===== src/rtl/seg7_signed_scan.sv =====
// seg7_signed_scan: signed/unsigned binary to multiplexed 7-segment driver with a serial double-dabble engine
module seg7_signed_scan #(
  parameter int W        = 8,
  parameter int DIGITS   = 4,
  parameter int SCAN_CNT = 100000,
  parameter int BLANK_LZ = 1
) (
  input  logic              clk,
  input  logic              rst_n,
  input  logic              start,
  input  logic [W-1:0]      n,
  input  logic              signed_mode,
  output logic              busy,
  output logic              done,
  output logic [DIGITS-1:0] led_id,
  output logic [6:0]        out_led
);
  localparam int ND = DIGITS - 1;
  localparam int SW = $clog2(W + 1);
  localparam int CW = SCAN_CNT > 1 ? $clog2(SCAN_CNT) : 1;
  localparam int IW = DIGITS > 1 ? $clog2(DIGITS) : 1;
  localparam logic [6:0] BLANK = 7'b1111111;
  localparam logic [6:0] MINUS = 7'b1111110;

  function automatic longint p10(input int k);
    longint r = 1;
    for (int i = 0; i < k; i++) r = r * 10;
    return r;
  endfunction

  generate
    if (p10(ND) <= (longint'(1) << W)) begin : g_bad
      $error("seg7_signed_scan: DIGITS-1 decimal digits cannot hold 2^W");
    end
  endgenerate

  function automatic logic [6:0] seg(input logic [3:0] d);
    case (d)
      4'd0:    seg = 7'b0000001;
      4'd1:    seg = 7'b1001111;
      4'd2:    seg = 7'b0010010;
      4'd3:    seg = 7'b0000110;
      4'd4:    seg = 7'b1001100;
      4'd5:    seg = 7'b0100100;
      4'd6:    seg = 7'b0100000;
      4'd7:    seg = 7'b0001111;
      4'd8:    seg = 7'b0000000;
      4'd9:    seg = 7'b0000100;
      default: seg = BLANK;
    endcase
  endfunction

  typedef enum logic [1:0] {IDLE, SHIFT, COMMIT} state_t;

  state_t          state;
  logic            neg;
  logic [W-1:0]    mag;
  logic [4*ND-1:0] bcd, adj;
  logic [SW-1:0]   sc;
  logic [6:0]      disp [DIGITS];
  logic [6:0]      disp_n [DIGITS];
  logic            lead;
  logic [CW-1:0]   cnt;
  logic [IW-1:0]   idx;
  logic            wrap;

  // lead stays high while every digit from the top down to i is zero
  always_comb begin
    for (int i = 0; i < ND; i++)
      adj[4*i +: 4] = bcd[4*i +: 4] >= 4'd5 ? bcd[4*i +: 4] + 4'd3 : bcd[4*i +: 4];
    lead = 1'b1;
    for (int i = ND - 1; i >= 1; i--) begin
      lead = lead & (bcd[4*i +: 4] == 4'd0);
      disp_n[i] = (BLANK_LZ != 0 && lead) ? BLANK : seg(bcd[4*i +: 4]);
    end
    disp_n[0] = seg(bcd[3:0]);
    disp_n[ND] = neg ? MINUS : BLANK;
  end

  always_ff @(posedge clk or negedge rst_n)
    if (!rst_n) begin
      state <= IDLE;
      busy  <= 1'b0;
      done  <= 1'b0;
      neg   <= 1'b0;
      mag   <= '0;
      bcd   <= '0;
      sc    <= '0;
      disp  <= '{default: BLANK};
    end else begin
      done <= 1'b0;
      case (state)
        IDLE: if (start) begin
          state <= SHIFT;
          busy  <= 1'b1;
          neg   <= signed_mode & n[W-1];
          mag   <= (signed_mode & n[W-1]) ? (~n) + W'(1) : n;
          bcd   <= '0;
          sc    <= '0;
        end
        SHIFT: begin
          {bcd, mag} <= {adj, mag} << 1;
          sc <= sc + SW'(1);
          if (sc == SW'(W - 1)) state <= COMMIT;
        end
        COMMIT: begin
          disp  <= disp_n;
          done  <= 1'b1;
          busy  <= 1'b0;
          state <= IDLE;
        end
        default: state <= IDLE;
      endcase
    end

  assign wrap = cnt == CW'(SCAN_CNT - 1);

  // outputs follow the current idx so every slot, including the first, lasts SCAN_CNT cycles
  always_ff @(posedge clk or negedge rst_n)
    if (!rst_n) begin
      cnt     <= '0;
      idx     <= '0;
      led_id  <= '1;
      out_led <= BLANK;
    end else begin
      cnt <= wrap ? '0 : cnt + CW'(1);
      if (wrap) idx <= idx == IW'(DIGITS - 1) ? '0 : idx + IW'(1);
      led_id  <= ~(DIGITS'(1) << idx);
      out_led <= disp[idx];
    end
endmodule


===== config.mk =====
export PLATFORM = sky130hd
export DESIGN_NAME = seg7_signed_scan
export DESIGN_NICKNAME = d
export VERILOG_FILES = /design/src/rtl/seg7_signed_scan.sv
export SDC_FILE = /design/constraint.sdc
export NUM_CORES = 1
export LEC_CHECK = 0
export CORE_MARGIN = 2
export CORE_UTILIZATION = 35
export DETAILED_ROUTE_END_ITERATION = 16
export GPL_TIMING_DRIVEN = 1
export PLACE_DENSITY_LB_ADDON = 0.08
export SKIP_CTS_REPAIR_TIMING = 1
export SLEW_MARGIN = 10
export SYNTH_ARGS = -nofsm -noshare
export SYNTH_HDL_FRONTEND = slang
export SYNTH_SLANG_ARGS = --single-unit

===== constraint.sdc =====
create_clock -name clk -period 2.6 [get_ports clk]
set_clock_uncertainty 0.1 [all_clocks]
set_input_delay 0.78 -clock clk [delete_from_list [all_inputs] [get_ports clk]]
set_output_delay 0.78 -clock clk [all_outputs]
set_load 0.05 [all_outputs]

==> Yosys cells after proc, flatten, opt, wreduce, memory -nomap -nowiden <==
Memory sizes are Yosys's and may differ from the RTL's. A register that Yosys moved wholly into a read port is not among the register bits.
Cells that the tools add are included.
{ "op_classes": {"n_div": 0, "n_shift": 1, "multipliers": 0, "reduce_logical": 10, "add_sub_neg": 7, "magnitude_cmp": 4, "n_bitwise": 5, "muxes": 24, "n_eq_ne": 7} }
{ "op_table": {"columns": ["cell", "n"], "rows": [
  ["$mux W7", 4],
  ["$pmux W12 S2", 1],
  ["$add A17 B1 Y17 const B", 1],
  ["$eq A17 B17 Y1 const B", 1],
  ["$mux W17", 1],
  ["$mux W8", 2],
  ["$pmux W8 S2", 1],
  ["$bmux W7 S2", 1],
  ["$ge A4 B3 Y1 const B", 3],
  ["$mux W12", 1],
  ["$mux W4", 3],
  ["$add A4 B2 Y4 const B", 2],
  ["$add A8 B1 Y8 const B", 1],
  ["$logic_not A4 Y1", 2],
  ["$not A8 Y8", 1],
  ["$pmux W4 S2", 1],
  ["$reduce_and A2 Y1", 4],
  ["$mux W2", 3],
  ["$add A4 B1 Y4 const B", 1],
  ["$eq A2 B2 Y1 const B", 2],
  ["$eq A4 B3 Y1 const B", 1],
  ["$ne A2 B2 Y1 const B", 2],
  ["$not A4 Y4", 1],
  ["$pmux W2 S2", 1],
  ["13 further kinds", 17]
]} }
{ "totals": {"latchBits": 0, "wordCells": 75, "n_memories": 3, "romBits": 336, "register_bits": 80, "in_bits": 12, "mem_bits_rw": 0} }
{ "mem_list": {"columns": ["memory", "words", "word_bits", "rd", "rd_clocked_by_memory_dff", "wr", "line", "rtl"], "rows": [
  ["(name not given)", 16, 7, 1, 0, 0, "38", "case (d)"],
  ["(name not given)", 16, 7, 1, 0, 0, "38", null],
  ["(name not given)", 16, 7, 1, 1, 0, "38", null]
]} }

==> Longest topological paths before layout <==
{ "logic_depth": {"ltp_word": 5, "mapped_depth": 7, "mapped_depth_nobuf": 7} }

==> Worst setup path before layout <==
Ideal clock, no wire load.
{ "synth_timing": {"path_kind": "input -> register", "start": "input n[1]", "end": "register mag[5]", "t_arrival_ns": 1.663, "cell_stages": 4, "required_time_ns": 2.366, "n_path_buf": 0, "path_slack_ns": 0.703, "path_cell_list": "or3_1 o311ai_1 xor2_1 o21ai_0"} }
{ "synth_via": {"elab_chain_cells": 5} }
{ "synth_lines": {"columns": ["element", "line", "rtl"], "rows": [
  ["start, declared", "11", "input logic [W-1:0] n,"],
  ["$not A8 Y8", "97", "mag <= (signed_mode & n[W-1]) ? (~n) + W'(1) : n;"],
  ["$add A8 B1 Y8", "97", null],
  ["$mux W8", "97", null],
  ["$mux W8", "93", "IDLE: if (start) begin"],
  ["$pmux W8 S2", "92", "case (state)"],
  ["end signal, assigned", "97", null],
  ["end signal, assigned", "102", "{bcd, mag} <= {adj, mag} << 1;"],
  ["end, declared", "57", "logic [W-1:0] mag;"]
]} }
Every way passes these cells. The select of a mux whose other input is x is not followed.
A chain may end at the register's enable or synchronous reset.

==> Worst setup path after layout <==
{ "layout_timing": {"start": "register out_led[3]", "end": "output out_led[3]"} }
{ "layout_rtl": {"columns": ["element", "line", "rtl"], "rows": [
  ["start, declared", "16", "output logic [6:0] out_led"],
  ["start signal, assigned", "129", "out_led <= disp[idx];"]
]} }
No word-level cell between the ends.

==> results.toml <==
[floorplan]
ios = 25
fp.dieArea_sq_mm = 0.0126
initial_utilization_pct = 35.9
die_h_um = 112
die_x_um = 112
core-area_sq_mm = 0.0115
rows = 39

[pwr]
p_leak_nw = 2.04
power.density_mw_per_mm2 = 1060
ir_worst_vdd_mv = 0.504

[routing]
firstDrtPassIters = 4
wl_per_cell_um = 14.2
drc = 0
totalWireLength_um = 8290
vias = 2914
antenna_left = 0
viasPerCell = 4.97
drt-initial-drc-count = 175

[grt]
antenna_found_initial = 0
globalRouteTotalUtil_pct = 14.5
grt_overflow = 0
grt_start_max_net_pins = 33
grt_pass1_wl_um = 14700
grt_pass1_vias = 2921

[cells_and_area]
nFillCells = 1130
instances_no_fill = 586
layout.nets = 472
diodes = 0
drive_gt1_share_pct = 13.3
area_growth_pct = 17.2

[worst_setup_path]
cp_num_buf_inv = 1
crit_type = "reg -> out"
slowest_stage = "clkdlybuf4s50_1"
slowest_delay_ns = 0.79
arrival_ns = 1.65
cp_top_family = "buffers and inverters"
worstPathRequired_ns = 1.72
crit_fanout = 1
startpoint_type = "register"
crit_path_end_kind = "output port"
path_cells = "clkdlybuf4s50_1"

[clock_tree]
cts_buffer_depth = 2
clkTransAtPathRegs_ns = 0.06
clockRootBuffer = "clkbuf_16"
htree_levels = 3
cts_tree = "yes"
clock_latency_ns = 0.35
cts.sinks = 81
cts_buffers = 9

[yosys]
yosys_most_used_dff = "dfrtp_1"
yosysSeqAreaShare_pct = 50.2
synth.distinct_cells = 44
synth_area_leader_cell = "dfrtp_1"
synth_common_cells = "dfrtp_1 (48), o21ai_0 (41), nand2_1 (37)"
async_flop_share_pct = 100
syn_nets = 448
synth-seq-cells = 81
yosysMostFrequentCell = "dfrtp_1"
ys_warn_count = 0
syn_inst = 414
synth_top_area_share_pct = 29.2
synth.avg_cell_area_sq_um = 9.95
synth_edf_count = 0
ys_top_cells_by_area = "dfrtp_1 (29%), dfstp_2 (21%), ha_1 (6.7%)"
netlist_area_sq_mm = 0.00412

[placement]
globalplace.congestion = 0.767
dp.cells = 570
dp_hpwl_um = 6020
portBuffers = 24
dp_slack_ns = 0.178

[timing]
max_freq_ghz = 0.395
timing.final.ws_setup_ns = 0.0689
slew_headroom_pct = 67.1
worst_pin_slew_ns = 0.492
period_share_pct = 97.4
fin_tns_setup_ns = 0
setup_viol = 0
fin_crit_ns = 2.53
grt_setup_unrepaired = "no"
hold_viol = 0
drv_slew = 0

[hold_path]
hold_path_class = "in -> async"

[job]
maxCapViolCount = 0

[outcome]
status = "completed"
==> state kept, by name, indices dropped and copies added, names as in the netlist <==
signal   count
done         1
mag          8
led_id       4
idx          2
neg          1
bcd         12
disp        22
busy         1
state        2
cnt         17
sc           4
out_led      7
==> stage by stage <==
stage          hold slack, ns  instance area [sq um]  power [W]  util, %
3_3_place_gp            0.325                   4520    0.00388     39.4
5_1_grt                 0.287                   4830    0.00558     42.1
6_report                0.264                   4830    0.00514     42.1
3_5_place_dp            0.330                   4520    0.00392     39.4
2_1_floorplan           0.305                   4120    0.00340        -
4_1_cts                 0.271                   4830    0.00521     42.1
==> metal layers <==
| layer | routed length [um] | up-vias | track usage [%] | part of all wire [%] |
|---|---|---|---|---|
| met5 | 0 | - | 0 | 0 |
| met4 | 175 | 0 | 6.42 | 2.1 |
| met3 | 265 | 13 | 3.67 | 3.2 |
| met2 | 3780 | 36 | 22.0 | 46 |
| met1 | 4070 | 1377 | 19.7 | 49 |
| li1 | - | 1488 | - | - |
==> cells by family after synthesis <==
logic type	Yosys count	share of synthesized area, %
and+or+nand+nor	124	14.3
DFF	81	50.2
muxes	17	4.50
xor gates and xnor gates	24	5.10
adders and majority gates	22	6.68
AOI/OAI and AO/OA	100	14.8
buffers and inverters	46	4.41
==> area by class of cell <==
cell class	count	area (sq um)	area share [%]
multi-input cells	287	1870	38.7
inverters	28	105	2.18
well taps	143	179	3.71
flip-flops and latches	81	2070	42.8
clock buffers	13	283	5.86
repair buffers	31	303	6.27
clock inverters	3	21.3	0.441
==> final timing paths <==
path                                      startpoint                    to  slack [ns]  cells after the start
max in group asynchronous                      rst_n  disp[10]$_DFFE_PN1P_        1.47                      2
worst max-delay path            out_led[3]$_DFF_PN1_            out_led[3]        0.07                      1
worst min register to register       neg$_DFFE_PN0P_   disp[0]$_DFFE_PN1P_        0.33                      1
min in group clk                     neg$_DFFE_PN0P_   disp[0]$_DFFE_PN1P_        0.33                      1
worst max register to register      cnt[0]$_DFF_PN0_    idx[0]$_DFFE_PN0N_        0.66                      5
worst min-delay path                           rst_n    idx[0]$_DFFE_PN0N_        0.26                      1
==> cell usage in the layout, fill, tap and decap left out, types with 2 or more instances in the layout <==
| master | n |
|---|---|
| mux2i_1 | 14 |
| a31oi_1 | 5 |
| a21oi_1 | 21 |
| nor3b_1 | 2 |
| nor2_1 | 36 |
| buf_4 | 7 |
| and3_1 | 3 |
| ha_1 | 22 |
| a22o_1 | 6 |
| nand3_1 | 8 |
| a211oi_1 | 2 |
| nor4_1 | 4 |
| dfrtp_1 | 48 |
| o31ai_1 | 5 |
| o21ai_0 | 41 |
| nor2b_1 | 4 |
| nand4_1 | 8 |
| xnor2_1 | 18 |
| a22oi_1 | 6 |
| xor2_1 | 6 |
| nand2b_1 | 6 |
| nor3_1 | 10 |
| clkdlybuf4s50_1 | 23 |
| nand2_1 | 37 |
| inv_1 | 28 |
| o22a_1 | 7 |
| o22ai_1 | 2 |
| clkbuf_16 | 11 |
| clkbuf_1 | 2 |
| dfstp_2 | 33 |
==> report_power, final <==
| group | switching, W | total (W) | internal [W] |
|---|---|---|---|
| registers | 0.000351 | 0.00207 | 0.00172 |
| logic | 0.00103 | 0.00180 | 0.000772 |
| clock network | 0.000506 | 0.00127 | 0.000764 |
No activity file was read; power rests on OpenSTA's default activity.
